--- config.mk ---
export PLATFORM = sky130hd
export DESIGN_NAME = fpu_scoreboard
export DESIGN_NICKNAME = d
export VERILOG_FILES = /design/src/rtl/fpu_scoreboard.sv
export SDC_FILE = /design/constraint.sdc
export NUM_CORES = 1
export LEC_CHECK = 0
export CAP_MARGIN = 20
export CORE_MARGIN = 4
export CORE_UTILIZATION = 60
export CTS_CLUSTER_DIAMETER = 40
export DETAILED_ROUTE_END_ITERATION = 7
export PLACE_DENSITY = 0.93
export SETUP_SLACK_MARGIN = 0.5
export SYNTH_ARGS = -nofsm -noshare
export SYNTH_HDL_FRONTEND = slang
export SYNTH_SLANG_ARGS = --single-unit
--- constraint.sdc ---
create_clock -name clk -period 8.7 [get_ports clk]
set_input_delay 1.74 -clock clk [delete_from_list [all_inputs] [get_ports clk]]
set_output_delay 1.74 -clock clk [all_outputs]
set_load 0.05 [all_outputs]
--- src/rtl/fpu_scoreboard.sv ---
// Register scoreboard for a dual-lane in-order issue stage: per-GPR result countdowns
// with RAW/WAW hazard detection, sticky illegal-issue flag and a saturating stall counter.
module fpu_scoreboard #(
  parameter int NREG   = 32,
  parameter int MAXLAT = 4
) (
  input  logic            clk,
  input  logic            rst,
  input  logic            interlock,
  input  logic            u_issue_valid,
  input  logic            l_issue_valid,
  input  logic [4:0]      u_rt,
  input  logic [4:0]      l_rt,
  input  logic [2:0]      u_lat,
  input  logic [2:0]      l_lat,
  input  logic [4:0]      u_rs0,
  input  logic [4:0]      u_rs1,
  input  logic [4:0]      l_rs0,
  input  logic [4:0]      l_rs1,
  input  logic            u_rs0_v,
  input  logic            u_rs1_v,
  input  logic            l_rs0_v,
  input  logic            l_rs1_v,
  output logic            issue_stall,
  output logic [NREG-1:0] busy,
  output logic            err,
  output logic [31:0]     stall_cycles
);

  logic [2:0]  cnt_q [NREG];
  logic [2:0]  cnt_d [NREG];
  logic        err_d;
  logic [31:0] stall_d;
  logic        hazard;
  logic        accept, u_acc, l_acc, u_load, l_load;
  logic [2:0]  u_val, l_val;

  function automatic logic lat_legal(logic [2:0] lat);
    return (lat == 3'd1) || (lat == 3'd2) || (lat == 3'd4);
  endfunction

  always_comb begin
    busy = '0;
    for (int i = 1; i < NREG; i++) begin
      busy[i] = (cnt_q[i] != 3'd0);
    end
  end

  // RAW on any read source, WAW when an older write would land after this one.
  always_comb begin
    hazard = 1'b0;
    if (u_rs0_v && busy[u_rs0]) hazard = 1'b1;
    if (u_rs1_v && busy[u_rs1]) hazard = 1'b1;
    if (l_rs0_v && busy[l_rs0]) hazard = 1'b1;
    if (l_rs1_v && busy[l_rs1]) hazard = 1'b1;
    if ((u_lat != 3'd0) && (cnt_q[u_rt] > u_lat)) hazard = 1'b1;
    if ((l_lat != 3'd0) && (cnt_q[l_rt] > l_lat)) hazard = 1'b1;
  end

  assign issue_stall = hazard & (u_issue_valid | l_issue_valid);
  assign accept      = ~interlock & ~issue_stall;
  assign u_acc       = accept & u_issue_valid;
  assign l_acc       = accept & l_issue_valid;
  assign u_load      = u_acc && (u_lat != 3'd0) && (u_rt != 5'd0);
  assign l_load      = l_acc && (l_lat != 3'd0) && (l_rt != 5'd0);
  assign u_val       = lat_legal(u_lat) ? u_lat : 3'(MAXLAT);
  assign l_val       = lat_legal(l_lat) ? l_lat : 3'(MAXLAT);

  // Upper lane is applied last so it wins a same-register collision.
  always_comb begin
    for (int i = 0; i < NREG; i++) begin
      cnt_d[i] = cnt_q[i];
      if (!interlock && (cnt_q[i] != 3'd0)) cnt_d[i] = cnt_q[i] - 3'd1;
      if (l_load && (l_rt == 5'(i))) cnt_d[i] = l_val;
      if (u_load && (u_rt == 5'(i))) cnt_d[i] = u_val;
    end
    cnt_d[0] = 3'd0;
  end

  always_comb begin
    err_d = err;
    if (u_acc && l_acc && (u_lat != 3'd0) && (l_lat != 3'd0) && (u_rt == l_rt) &&
        (u_rt != 5'd0)) err_d = 1'b1;
    if (u_acc && (u_lat != 3'd0) && !lat_legal(u_lat)) err_d = 1'b1;
    if (l_acc && (l_lat != 3'd0) && !lat_legal(l_lat)) err_d = 1'b1;
    if (u_acc && l_acc && (u_lat != 3'd0) && (u_rt != 5'd0) &&
        ((l_rs0_v && (l_rs0 == u_rt)) || (l_rs1_v && (l_rs1 == u_rt)))) err_d = 1'b1;
  end

  always_comb begin
    stall_d = stall_cycles;
    if (issue_stall && !interlock && (stall_cycles != 32'hFFFF_FFFF)) begin
      stall_d = stall_cycles + 32'd1;
    end
  end

  always_ff @(posedge clk or posedge rst) begin
    if (rst) begin
      for (int i = 0; i < NREG; i++) cnt_q[i] <= 3'd0;
      err          <= 1'b0;
      stall_cycles <= '0;
    end else begin
      cnt_q        <= cnt_d;
      err          <= err_d;
      stall_cycles <= stall_d;
    end
  end

endmodule

## Yosys cells after proc, flatten, opt, wreduce, memory -nomap -nowiden

Index checks and enable logic that the tools add are counted.
W data, S select, Z words.

- Register bits: 126
- Bits of input ports: 45
- Word-level logic and storage cells: 464

- Add/sub/neg operators: 32
- Magnitude comparators: 8
- Equal/unequal tests: 72
- Mux-type cells: 119
- Bitwise operators: 9
- Reduce and logical (&&, ||, !) cells: 191

Operators with widths:

| operator | count |
|---|---|
| $mux W3 | 99 |
| $reduce_bool A3 Y1 | 64 |
| $eq A5 B5 Y1 const B | 32 |
| $logic_and A1 B1 Y1 | 116 |
| $sub A3 B1 Y3 const B | 31 |
| $eq A5 B4 Y1 const B | 16 |
| $eq A5 B3 Y1 const B | 8 |
| $add A32 B1 Y32 const B | 1 |
| $ne A32 B32 Y1 const B | 1 |
| $bmux W3 S5 | 2 |
| $lt A5 B6 Y1 const B | 4 |
| $bmux W1 S5 | 4 |
| $eq A5 B2 Y1 const B | 4 |
| $eq A5 B5 Y1 | 3 |
| $mux W1 | 14 |
| $ge A6 B6 Y1 const B | 2 |
| $not A5 Y6 | 2 |
| $eq A5 B1 Y1 const B | 2 |
| $reduce_bool A5 Y1 | 2 |
| $eq A3 B1 Y1 const B | 2 |
| $eq A3 B2 Y1 const B | 2 |
| $eq A3 B3 Y1 const B | 2 |
| $gt A3 B3 Y1 | 2 |
| $logic_or A1 B1 Y1 | 5 |
| other kinds (5) | 11 |

## Longest topological paths before layout

Gate-level depths: netlist of run 1.

- Word-level depth: 23
- Mapped depth: 19
- Depth with buffers taken out: 15

## Worst setup path after synthesis of run 1

Ideal clock, no wire load.

- Path type: in2out
- From: input l_rt[0]
- To: output issue_stall
- Arrival time: 5.447 ns
- Path slack: 1.513 ns
- Cell stages on the path: 15
- Cell sequence: buf_1 -> clkbuf_1 -> mux4_2 -> mux4_2 -> mux2_2 -> ha_1 -> nand2_1 -> o21ai_0 -> a22oi_1 -> nand3_1 -> nor4_1 -> and3_2 -> buf_6 -> buf_6 -> nor2_1

- Longest elaborated chain between the ends: 8

RTL lines:

| item | RTL line | source |
|---|---|---|
| start: declaration | 13 | `input logic [4:0] l_rt,` |
| $not A5 Y6 (implied by the code) | 57 | `if ((l_lat != 3'd0) && (cnt_q[l_rt] > l_lat)) hazard = 1'b1;` |
| $bmux W3 S5 | 57 |  |
| $mux W3 (implied by the code) (2 in series) | 57 |  |
| $gt A3 B3 Y1 | 57 |  |
| $logic_and A1 B1 Y1 | 57 |  |
| $mux W1 | 57 |  |
| $and A1 B1 Y1 | 60 | `assign issue_stall = hazard & (u_issue_valid \| l_issue_valid);` |
| end: declaration | 24 | `output logic issue_stall,` |

No other way between the ends. The select of a mux whose other input is x is not followed.

## Final worst setup path of run 1

- From: input l_rt[1]
- To: output issue_stall

The elaborated chain is that of the path after synthesis.

==> results of run 1 <==
-- cell families (layout without fill, tap and decap cells) --
| family | after synthesis | after routing | share of synthesized area |
|---|---|---|---|
| fa+ha+maj | 69 | 69 | 0.0691 |
| simple gates | 416 | 416 | 0.188 |
| other cells | 1 | 1 | 0.000300 |
| xor+xnor | 80 | 80 | 0.0561 |
| mux | 240 | 240 | 0.267 |
| compound gates | 190 | 190 | 0.105 |
| buf+inv | 189 | 268 | 0.0629 |
| flops | 126 | 126 | 0.252 |
-- worst max-delay path: stages --
cell and delay [ns]:
clkdlybuf4s50_1 1.15, buf_4 0.35, mux4_2 0.31, mux4_2 0.47, mux2_2 0.29, ha_1 0.32
a21oi_1 0.18, o21ai_0 0.12, a22oi_1 0.18, nand3_1 0.10, nor4_1 0.45, and3_2 0.33
nor2_1 0.07, buf_4 0.21
-- per-layer routing --
metal	track usage	wire [um]	vias to the layer above
li1	-	-	4882
met1	0.444	14600	5607
met2	0.553	18700	1059
met3	0.117	6030	330
met4	0.209	3080	0
met5	0	0	-
-- cells in the final DEF, fill, tap and decap left out, types with 26 or more instances in the layout --
cell             count
mux2i_1            157
ha_1                69
nor2_1             136
mux4_2              74
xnor2_1             54
xor2_1              26
nor2b_1             33
dfrtp_1            126
clkdlybuf4s50_1    106
nand3_1             33
a21oi_1             47
nand2_1             47
inv_1               98
nand4_1             33
-- synth_stat cells, drive strengths merged (3+ instances only) --
cell type	count
buf	28
nor2b	39
o22ai	5
nand3	53
a31o	24
xnor2	54
nor2	139
nand3b	3
mux4	74
mux2	9
a31oi	13
nor4	7
nor3	10
clkbuf	56
xor2	26
and2	11
o21a	5
a22o	7
o21ai	21
ha	69
o211ai	5
nand2b	13
and4	6
nand4	41
o22a	3
and3b	4
and3	16
a21oi	47
or2	5
a2111oi	4
inv	105
a21boi	25
a22oi	4
dfrtp	126
nor3b	11
a211oi	5
o31ai	7
nand2	50
mux2i	157
-- sequential cells by signal, indices dropped and copies added, names as in the netlist --
name / flops
cnt_q: 93
stall_cycles: 32
err: 1
-- area by class of cell --
cell class                      instances  area [sq um]  share of cell area
Timing Repair Buffer                  131          1260              0.0882
Inverter                              105           397              0.0277
Clock buffer                           19           443              0.0309
Tap cell                              270           338              0.0236
Clock inverter                         13           155              0.0108
Sequential cell                       126          3150               0.220
Multi-Input combinational cell        996          8570               0.599
-- power groups by stage --
stage / Sequential, mW / Combinational (mW) / Clock, mW
6_report: 1.17 / 2.48 / 0.744
3_3_place_gp: 1.12 / 2.25 / 0
5_1_grt: 1.18 / 2.66 / 0.770
3_5_place_dp: 1.14 / 2.37 / 0
2_1_floorplan: 1.05 / 1.78 / 0
4_1_cts: 1.14 / 2.43 / 0.737
-- per-stage QoR --
step | std cells | total power, mW | hold slack (ns) | utilization | instance area (sq um)
2_1_floorplan | 1311 | 2.83 | 0.508 | - | 12500
3_3_place_gp | 1627 | 3.37 | 0.457 | 0.673 | 13700
3_5_place_dp | 1627 | 3.51 | 0.466 | 0.673 | 13700
4_1_cts | 1659 | 4.30 | 0.473 | 0.702 | 14300
5_1_grt | 1660 | 4.61 | 0.498 | 0.703 | 14300
6_report | 1660 | 4.40 | 0.482 | 0.703 | 14300
-- final timing paths --
check	startpoint	depth (start not counted)	slack [ns]	to
setup / recovery	l_rt[1]	14	0.67	issue_stall
hold / removal	err$_DFFE_PP0P_	1	0.48	err$_DFFE_PP0P_
setup reg to reg	cnt_q[53]$_DFFE_PP0P_	14	3.51	cnt_q[64]$_DFFE_PP0P_
hold reg to reg	err$_DFFE_PP0P_	1	0.48	err$_DFFE_PP0P_
max in group asynchronous	rst	4	5.87	cnt_q[40]$_DFFE_PP0P_
min in group asynchronous	rst	2	1.75	cnt_q[52]$_DFFE_PP0P_
==> impl_summary.txt, run 1 <==
----------------------------------------------------
[Clocking]
  Number of buffers inserted during clock tree synthesis ... 17
  Cell chosen for the clock root ... clkbuf_16
  Number of clock sinks ... 126
  Clk pin slew, worst setup/hold paths ... 0.07 ns
  Number of buffers added to fix hold violations after cts ... 0
  CTS tree ... done
  Buffer count from post-CTS setup fixing ... 0
  Clock buffer depth ... 2
  Clock insertion delay at the later pin of the skew report ... 0.45 ns
  Depth of the CTS H-tree ... 4
  Count of instances resized after the clock tree is built ... 0

[Power]
  Peak supply drop ... 123 uV
  Part of the power in combinational logic ... 0.564
  Leakage power ... roughly 6.8 nW
  Switching fraction of total power ... 0.465
  Relative contribution of the clock network to total power ... 0.169
  Sequential cell fraction of total power ... 0.267
  Switching power ... between 2 and 2.5 mW
  Pwr per Cell Area ... 307 nW/um^2
  Cell-internal power ... roughly 2.4 mW

[Route]
  Average vias per placed instance ... ~7.2
  Vias after detailed routing ... 11,900
  Final Routed Wirelength ... about 42,000 um
  DR DRC count ... 0
  Average wire per standard cell ... 25.5 um
  Number of DRC markers after the initial detailed-route iteration ... 1,857
  Number of search-and-repair iterations in the first detailed-routing pass ... 6
  Antenna-violating nets left ... 0

[GRT]
  Overflow after GRT ... 0
  Vias in the first global route ... 12,000
  Global-route wire length before repair ... 66,200 um
  Largest net degree at the start of global routing ... roughly 80
  Total track usage ... 0.359
  Initial antenna violation count ... 0

[Logic synthesis]
  Post-synthesis net count ... 1,425
  Top flip-flop cell by instance count after synthesis ... dfrtp_1
  Area leader, netlist ... dfrtp_1
  Cell count after synthesis ... ~1,300
  Post-synthesis register bit count ... 126
  Synth top area share ... 0.252
  Total number of yosys warnings ... 0
  Sequential fraction of the synthesis area ... 0.252
  Largest cells by area after synthesis ... dfrtp_1, mux4_2, mux2i_1
  Number of enable flip-flop cells after synthesis ... 0
  Yosys cell types ... 74
  Post-synthesis async set-or-reset flop share ... 1.00
  Post-Syn Area ... 12,500 sq um
  Syn_area_per_cell ... 9.53 sq um

[Worst setup path]
  Kind of launch point of the worst setup path ... input pin
  Worst-path fanout max ... 22
  Category of the critical setup timing path ... in -> out
  Critical Path RT ... a little under 7 ns
  Kind of capture point of the worst setup path ... output pin
  WP data arrival ... 6.29 ns

[Place]
  Placer congestion estimate ... about 1.1
  Post-DP HPWL ... 29,100 um
  Port-buffer cells ... around 110
  Post-Place Setup Slack ... 0.832 ns

[STA]
  Max-slew headroom at the worst pin ... 0.177
  Skew final ... roughly 0.011 ns
  Final WS setup ... 0.675 ns
  Pins Over Slew Limit ... 0
  Worst slew pin tran ... 1.23 ns
  Final-report hold violation count ... 0
  Unrepaired setup endpoints after global routing ... false
  # setup viols final ... 0
  Post-layout min period ... 8.03 ns
  Accumulated negative setup slack ... 0 ns
  Max Clk Rate ... 125 MHz
  Share of the clock period used by the worst path ... 0.922

[Final layout]
  Number of antenna repair diodes ... 0
  Fraction of final layout cells with drive strength greater than 1 ... 0.158
  Number of nets in the finished design ... 1,491
  Number of inserted filler cells in the final layout ... 1,334
  Layout Area Growth over Synthesis ... 14.6%

[Hold path]
  Class of the tightest hold or removal check ... reg -> reg

[Die]
  Ports ... 111
  Initial Utilization ... 0.614
  Die Footprint ... 23,200 sq um
  Die boundary height ... 152 um
  Placeable Area ... 20,400 sq um
  Number of placement rows ... 52
  Die width ... 152 um

[Status]
  Result of the run ... completed

[Flow run]
  Max-cap violation count ... 0

----------------------------------------------------
No activity file was read; power rests on OpenSTA's default activity.
==> inputs of run 2 (changes only) <==
--- a/config.mk
+++ b/config.mk
@@ -8,10 +8,12 @@
 export CAP_MARGIN = 20
 export CORE_MARGIN = 4
 export CORE_UTILIZATION = 60
+export CTS_BUF_LIST = sky130_fd_sc_hd__clkbuf_4 sky130_fd_sc_hd__clkbuf_8
 export CTS_CLUSTER_DIAMETER = 40
 export DETAILED_ROUTE_END_ITERATION = 7
 export PLACE_DENSITY = 0.93
 export SETUP_SLACK_MARGIN = 0.5
+export SKIP_LAST_GASP = 1
 export SYNTH_ARGS = -nofsm -noshare
 export SYNTH_HDL_FRONTEND = slang
 export SYNTH_SLANG_ARGS = --single-unit
==> impl_summary.txt, run 2 (synthesized netlist as in run 1, its figures left out) <==
----------------------------------------------------
[Status]
  Result of the run ... completed

[Final layout]
  Number of antenna repair diodes ... 0
  Number of nets in the finished design ... 1,491
  Register ranked first by flip-flop count ... cnt_q
  Total area of multi-input combinational cells ... ~8600 sq um
  Number of inserted filler cells in the final layout ... 1,360
  Registers with the most flip-flops ... cnt_q: 93 flops, stall_cycles: 32 flops, err: 1 flops
  Layout Area Growth over Synthesis ... 13.1%
  Fraction of final layout cells with drive strength greater than 1 ... 0.159
  Register cell area after layout ... 3150 sq um
  Most used cells in the layout excluding fill and tap cells ... mux2i_1, nor2_1, dfrtp_1
  Most common cell after layout, fill and taps aside ... mux2i_1
  Max FFs per register ... 93

[Die]
  Die Footprint ... 23,200 sq um
  Ports ... 111
  Number of placement rows ... 52
  Die width ... 152 um
  Initial Utilization ... 0.614
  Die boundary height ... roughly 150 um
  Placeable Area ... 20,400 sq um

[Worst setup path]
  Kind of launch point of the worst setup path ... input pin
  Worst-case reg-to-reg path depth ... 14
  Worst reg-to-reg setup slack ... around 3.6 ns
  WP data arrival ... 6.29 ns
  Worst-path fanout max ... 22
  Category of the critical setup timing path ... in -> out
  Critical Path RT ... 6.96 ns
  Kind of capture point of the worst setup path ... output pin

[STA]
  Unrepaired setup endpoints after global routing ... false
  Pins Over Slew Limit ... 0
  Worst slew pin tran ... ~1.2 ns
  Max-slew headroom at the worst pin ... 0.214
  Skew final ... 0.0148 ns
  # setup viols final ... 0
  Share of the clock period used by the worst path ... 0.923
  Final WS setup ... 0.666 ns
  Max Clk Rate ... 124 MHz
  Accumulated negative setup slack ... 0 ns
  Post-layout min period ... roughly 8 ns
  Final-report hold violation count ... 0

[Power]
  Switching power ... 1.98 mW
  Sequential cell fraction of total power ... 0.280
  Switching fraction of total power ... 0.474
  Relative contribution of the clock network to total power ... 0.132
  Peak supply drop ... ~120 uV
  Pwr per Cell Area ... 295 nW/um^2
  Leakage power ... 6.67 nW
  Part of the power in combinational logic ... 0.589
  Cell-internal power ... roughly 2.2 mW

[GRT]
  Vias in the first global route ... around 12,000
  Total track usage ... 0.348
  Global-route wire length before repair ... 64,300 um
  Initial antenna violation count ... 0
  Overflow after GRT ... 0
  Largest net degree at the start of global routing ... 81

[Route]
  Number of search-and-repair iterations in the first detailed-routing pass ... 6
  Average vias per placed instance ... ~7.0
  Vias after detailed routing ... 11,700
  Sum of met3 wire segment lengths after detailed routing ... ~5800 um
  Number of DRC markers after the initial detailed-route iteration ... 1,604
  DR DRC count ... 0
  Detailed-route wire length on metal 1 ... 14,100 um
  Met2 routed wirelength ... 18,000 um
  Final Routed Wirelength ... 40,900 um
  Antenna-violating nets left ... 0
  Top layer in use ... met4
  Average wire per standard cell ... around 25 um

[Clocking]
  Count of instances resized after the clock tree is built ... 0
  Clock buffer depth ... 2
  Clk pin slew, worst setup/hold paths ... 0.09 ns
  Number of buffers inserted during clock tree synthesis ... 17
  Buffer count from post-CTS setup fixing ... 0
  CTS tree ... done
  Number of buffers added to fix hold violations after cts ... 0
  Depth of the CTS H-tree ... 4
  Number of clock sinks ... 126
  Clock insertion delay at the later pin of the skew report ... around 0.48 ns
  Cell chosen for the clock root ... clkbuf_8

[Place]
  Post-Place Setup Slack ... 0.832 ns
  Post-DP HPWL ... 29,100 um
  Placer congestion estimate ... 1.07
  Port-buffer cells ... 109

[Hold path]
  Class of the tightest hold or removal check ... reg -> reg
  Worst hold path stage count ... 1

[Flow run]
  Max-cap violation count ... 0

----------------------------------------------------
[run 2: cell count changes in the layout (fill, tap and decap cells not counted)]
cell / delta
clkbuf_8: +17
clkbuf_1: -1
clkbuf_4: +1
clkbuf_16: -17
[run 2: power by group through the flow]
stage	sequential [mW]	combinational (mW)	clock (mW)
floorplan	1.05	1.78	0
global placement	1.12	2.25	0
detailed placement	1.14	2.37	0
CTS	1.13	2.40	0.546
global route	1.17	2.64	0.572
finish	1.16	2.45	0.548
[run 2: final timing paths]
path                                  startpoint               endpoint
setup / recovery                         l_rt[1]            issue_stall
hold / removal                   err$_DFFE_PP0P_        err$_DFFE_PP0P_
setup reg to reg           cnt_q[53]$_DFFE_PP0P_   cnt_q[4]$_DFFE_PP0P_
hold reg to reg                  err$_DFFE_PP0P_        err$_DFFE_PP0P_
max in group asynchronous                    rst  cnt_q[40]$_DFFE_PP0P_
min in group asynchronous                    rst  cnt_q[70]$_DFFE_PP0P_
[run 2: per-stage QoR]
step                std cells  utilization  total power [mW]  hold WS, ns  instance area, sq um
floorplan                1311            -              2.83        0.508                 12500
finish                   1660        0.694              4.16        0.485                 14100
CTS                      1659        0.693              4.08        0.483                 14100
global placement         1627        0.673              3.37        0.457                 13700
global route             1660        0.694              4.39        0.496                 14100
detailed placement       1627        0.673              3.51        0.466                 13700
[run 2: layout make-up]
class	count	area share
clock inverters	13	0.0110
inverters	105	0.0281
multi-input cells	996	0.607
repair buffers	131	0.0894
clock buffers	19	0.0181
well taps	270	0.0239
flip-flops and latches	126	0.223
[run 2: routing by layer]
| metal | track usage | up-vias |
|---|---|---|
| met3 | 0.109 | 299 |
| met2 | 0.537 | 1032 |
| li1 | - | 4874 |
| met1 | 0.433 | 5497 |
| met4 | 0.199 | 0 |
| met5 | 0 | - |
[run 2: worst max-delay path, cell delays in order]
cell and delay, ns:
clkdlybuf4s50_1 1.18, buf_4 0.35, mux4_2 0.31, mux4_2 0.47, mux2_2 0.29, ha_1 0.32
a21oi_1 0.17, o21ai_0 0.12, a22oi_1 0.18, nand3_1 0.11, nor4_1 0.45, and3_2 0.33
nor2_1 0.07, buf_4 0.20
==> inputs of run 3 (changes only) <==
==> constraint.sdc (replaced) <==
create_clock -name clk -period 8.84 [get_ports clk]
set_input_delay 1.768 -clock clk [delete_from_list [all_inputs] [get_ports clk]]
set_output_delay 1.768 -clock clk [all_outputs]
set_load 0.05 [all_outputs]
==> impl_summary.txt, run 3 (synthesized netlist as in run 1, its figures left out) <==
----------------------------------------------------
[Clocking]
  Number of clock sinks ... 126
  Number of buffers added to fix hold violations after cts ... 0
  Depth of the CTS H-tree ... 4
  Cell chosen for the clock root ... clkbuf_8
  Clock buffer depth ... 2
  CTS tree ... done
  Count of instances resized after the clock tree is built ... 0
  Clk pin slew, worst setup/hold paths ... 0.08 ns
  Buffer count from post-CTS setup fixing ... 0
  Number of buffers inserted during clock tree synthesis ... 17
  Clock insertion delay at the later pin of the skew report ... 0.49 ns

[Worst setup path]
  Kind of launch point of the worst setup path ... input pin
  Worst reg-to-reg setup slack ... 3.76 ns
  Worst-case reg-to-reg path depth ... 14
  Standard cell with the maximum stage delay on the critical path ... clkdlybuf4s50_1
  Kind of capture point of the worst setup path ... output pin
  Worst-path fanout max ... 14
  Category of cells accounting for the largest share of critical-path delay ... buffers and inverters
  Critical path buffers and inverters ... 3
  FF-to-FF End ... cnt_q[86]$_DFFE_PP0P_
  Category of the critical setup timing path ... in -> out
  Depth of the critical timing path with buffers and inverters included ... 14
  Cell-by-cell listing of the critical path ... clkdlybuf4s50_1, buf_4, mux4_2, mux4_2, mux2_2, ha_1, a21oi_1, o21ai_0, a22oi_1, nand3_1, nor4_1, and3_2, nor2_1, buf_4
  Critical Path RT ... between 7 and 8 ns
  Biggest cell delay along the critical path ... 0.77 ns
  Worst r2r src ... cnt_q[53]$_DFFE_PP0P_
  WP data arrival ... 6.05 ns

[GRT]
  Global-route wire length before repair ... 64,700 um
  Largest net degree at the start of global routing ... 66
  Overflow after GRT ... 0
  Vias in the first global route ... 11,600
  Total track usage ... 0.353
  Initial antenna violation count ... 1

[Place]
  Placer congestion estimate ... 1.01
  Post-Place Setup Slack ... 1.14 ns
  Post-DP HPWL ... 29,800 um
  Port-buffer cells ... 109
  Number of cells after detailed placement ... 1,630

[STA]
  Max-slew headroom at the worst pin ... 0.264
  Accumulated negative setup slack ... 0 ns
  Post-layout min period ... 7.82 ns
  Final WS setup ... 1.02 ns
  Worst slew pin tran ... 1.10 ns
  Skew final ... roughly 0.016 ns
  Final-report hold violation count ... 0
  # setup viols final ... 0
  Unrepaired setup endpoints after global routing ... false
  Share of the clock period used by the worst path ... 0.885
  Max Clk Rate ... 128 MHz
  Pins Over Slew Limit ... 0

[Die]
  Die Footprint ... 23,200 sq um
  Ports ... roughly 110
  Die boundary height ... 152 um
  Placeable Area ... just over 20,000 sq um
  Number of placement rows ... 52
  Die width ... 152 um
  Initial Utilization ... 0.614

[Route]
  Average wire per standard cell ... between 20 and 30 um
  Average vias per placed instance ... 6.98
  Number of search-and-repair iterations in the first detailed-routing pass ... 7
  DR DRC count ... 0
  Vias after detailed routing ... 11,600
  Final Routed Wirelength ... between 40,000 and 50,000 um
  Number of DRC markers after the initial detailed-route iteration ... 1,431
  Antenna-violating nets left ... 0

[Hold path]
  Terminating pin of the worst hold path ... stall_cycles[27]$_DFFE_PP0P_
  Class of the tightest hold or removal check ... reg -> reg
  Hold Path Origin ... stall_cycles[27]$_DFFE_PP0P_
  Worst hold path stage count ... 1

[Power]
  Peak supply drop ... 122 uV
  Leakage power ... ~6.7 nW
  Power after layout ... 4.10 mW
  Pwr per Cell Area ... just under 300 nW/um^2

[Status]
  Result of the run ... completed

[Final layout]
  Registers with the most flip-flops ... cnt_q: 93 flops, stall_cycles: 32 flops, err: 1 flops
  Max FFs per register ... 93
  Number of nets in the finished design ... roughly 1,500
  Most used cells in the layout excluding fill and tap cells ... mux2i_1, nor2_1, dfrtp_1
  Most common cell after layout, fill and taps aside ... mux2i_1
  Number of inserted filler cells in the final layout ... roughly 1,500
  Number of antenna repair diodes ... 0
  Fraction of final layout cells with drive strength greater than 1 ... 0.160
  Layout Area Growth over Synthesis ... 13.1%
  Final cell utilization of the core ... 0.694
  Non-filler cells in the finished layout ... 1,662
  Register ranked first by flip-flop count ... cnt_q

[Flow run]
  Max-cap violation count ... 0

----------------------------------------------------
[run 3: metal layers]
| layer | vias up | share of wire | track usage |
|---|---|---|---|
| met5 | - | 0.00026 | 0 |
| li1 | 4878 | - | - |
| met1 | 5553 | 0.36 | 0.444 |
| met4 | 2 | 0.064 | 0.198 |
| met3 | 252 | 0.14 | 0.114 |
| met2 | 910 | 0.44 | 0.538 |
[run 3: power by group]
group | switching, mW | internal (mW) | leakage [nW]
clock | 0.293 | 0.270 | 0.216
combinational | 1.33 | 1.08 | 4.95
sequential | 0.322 | 0.809 | 1.52
[run 3: metrics by stage]
stage / cell area (sq um) / hold WS (ns)
after floorplan: 12500 / 0.508
after global placement: 13700 / 0.476
after detailed placement: 13700 / 0.479
after CTS: 14100 / 0.505
after global routing: 14100 / 0.518
final: 14100 / 0.504
[run 3: cell type report]
type,count,area [sq um],share of cell area
Multi-Input combinational cell,996,8570,0.606
Sequential cell,126,3150,0.223
Timing Repair Buffer,133,1260,0.0890
Inverter,105,397,0.0281
Tap cell,270,338,0.0239
Clock buffer,18,248,0.0175
Clock inverter,14,171,0.0121
[run 3: worst max path at each step]
stage	start	endpoint	slack [ns]
finish	l_rt[1]	issue_stall	1.02
CTS	l_rt[1]	issue_stall	1.14
global route	l_rt[1]	issue_stall	0.95
detailed placement	l_rt[1]	issue_stall	1.14
global placement	l_rt[1]	issue_stall	1.27
floorplan	l_rt[0]	issue_stall	1.60
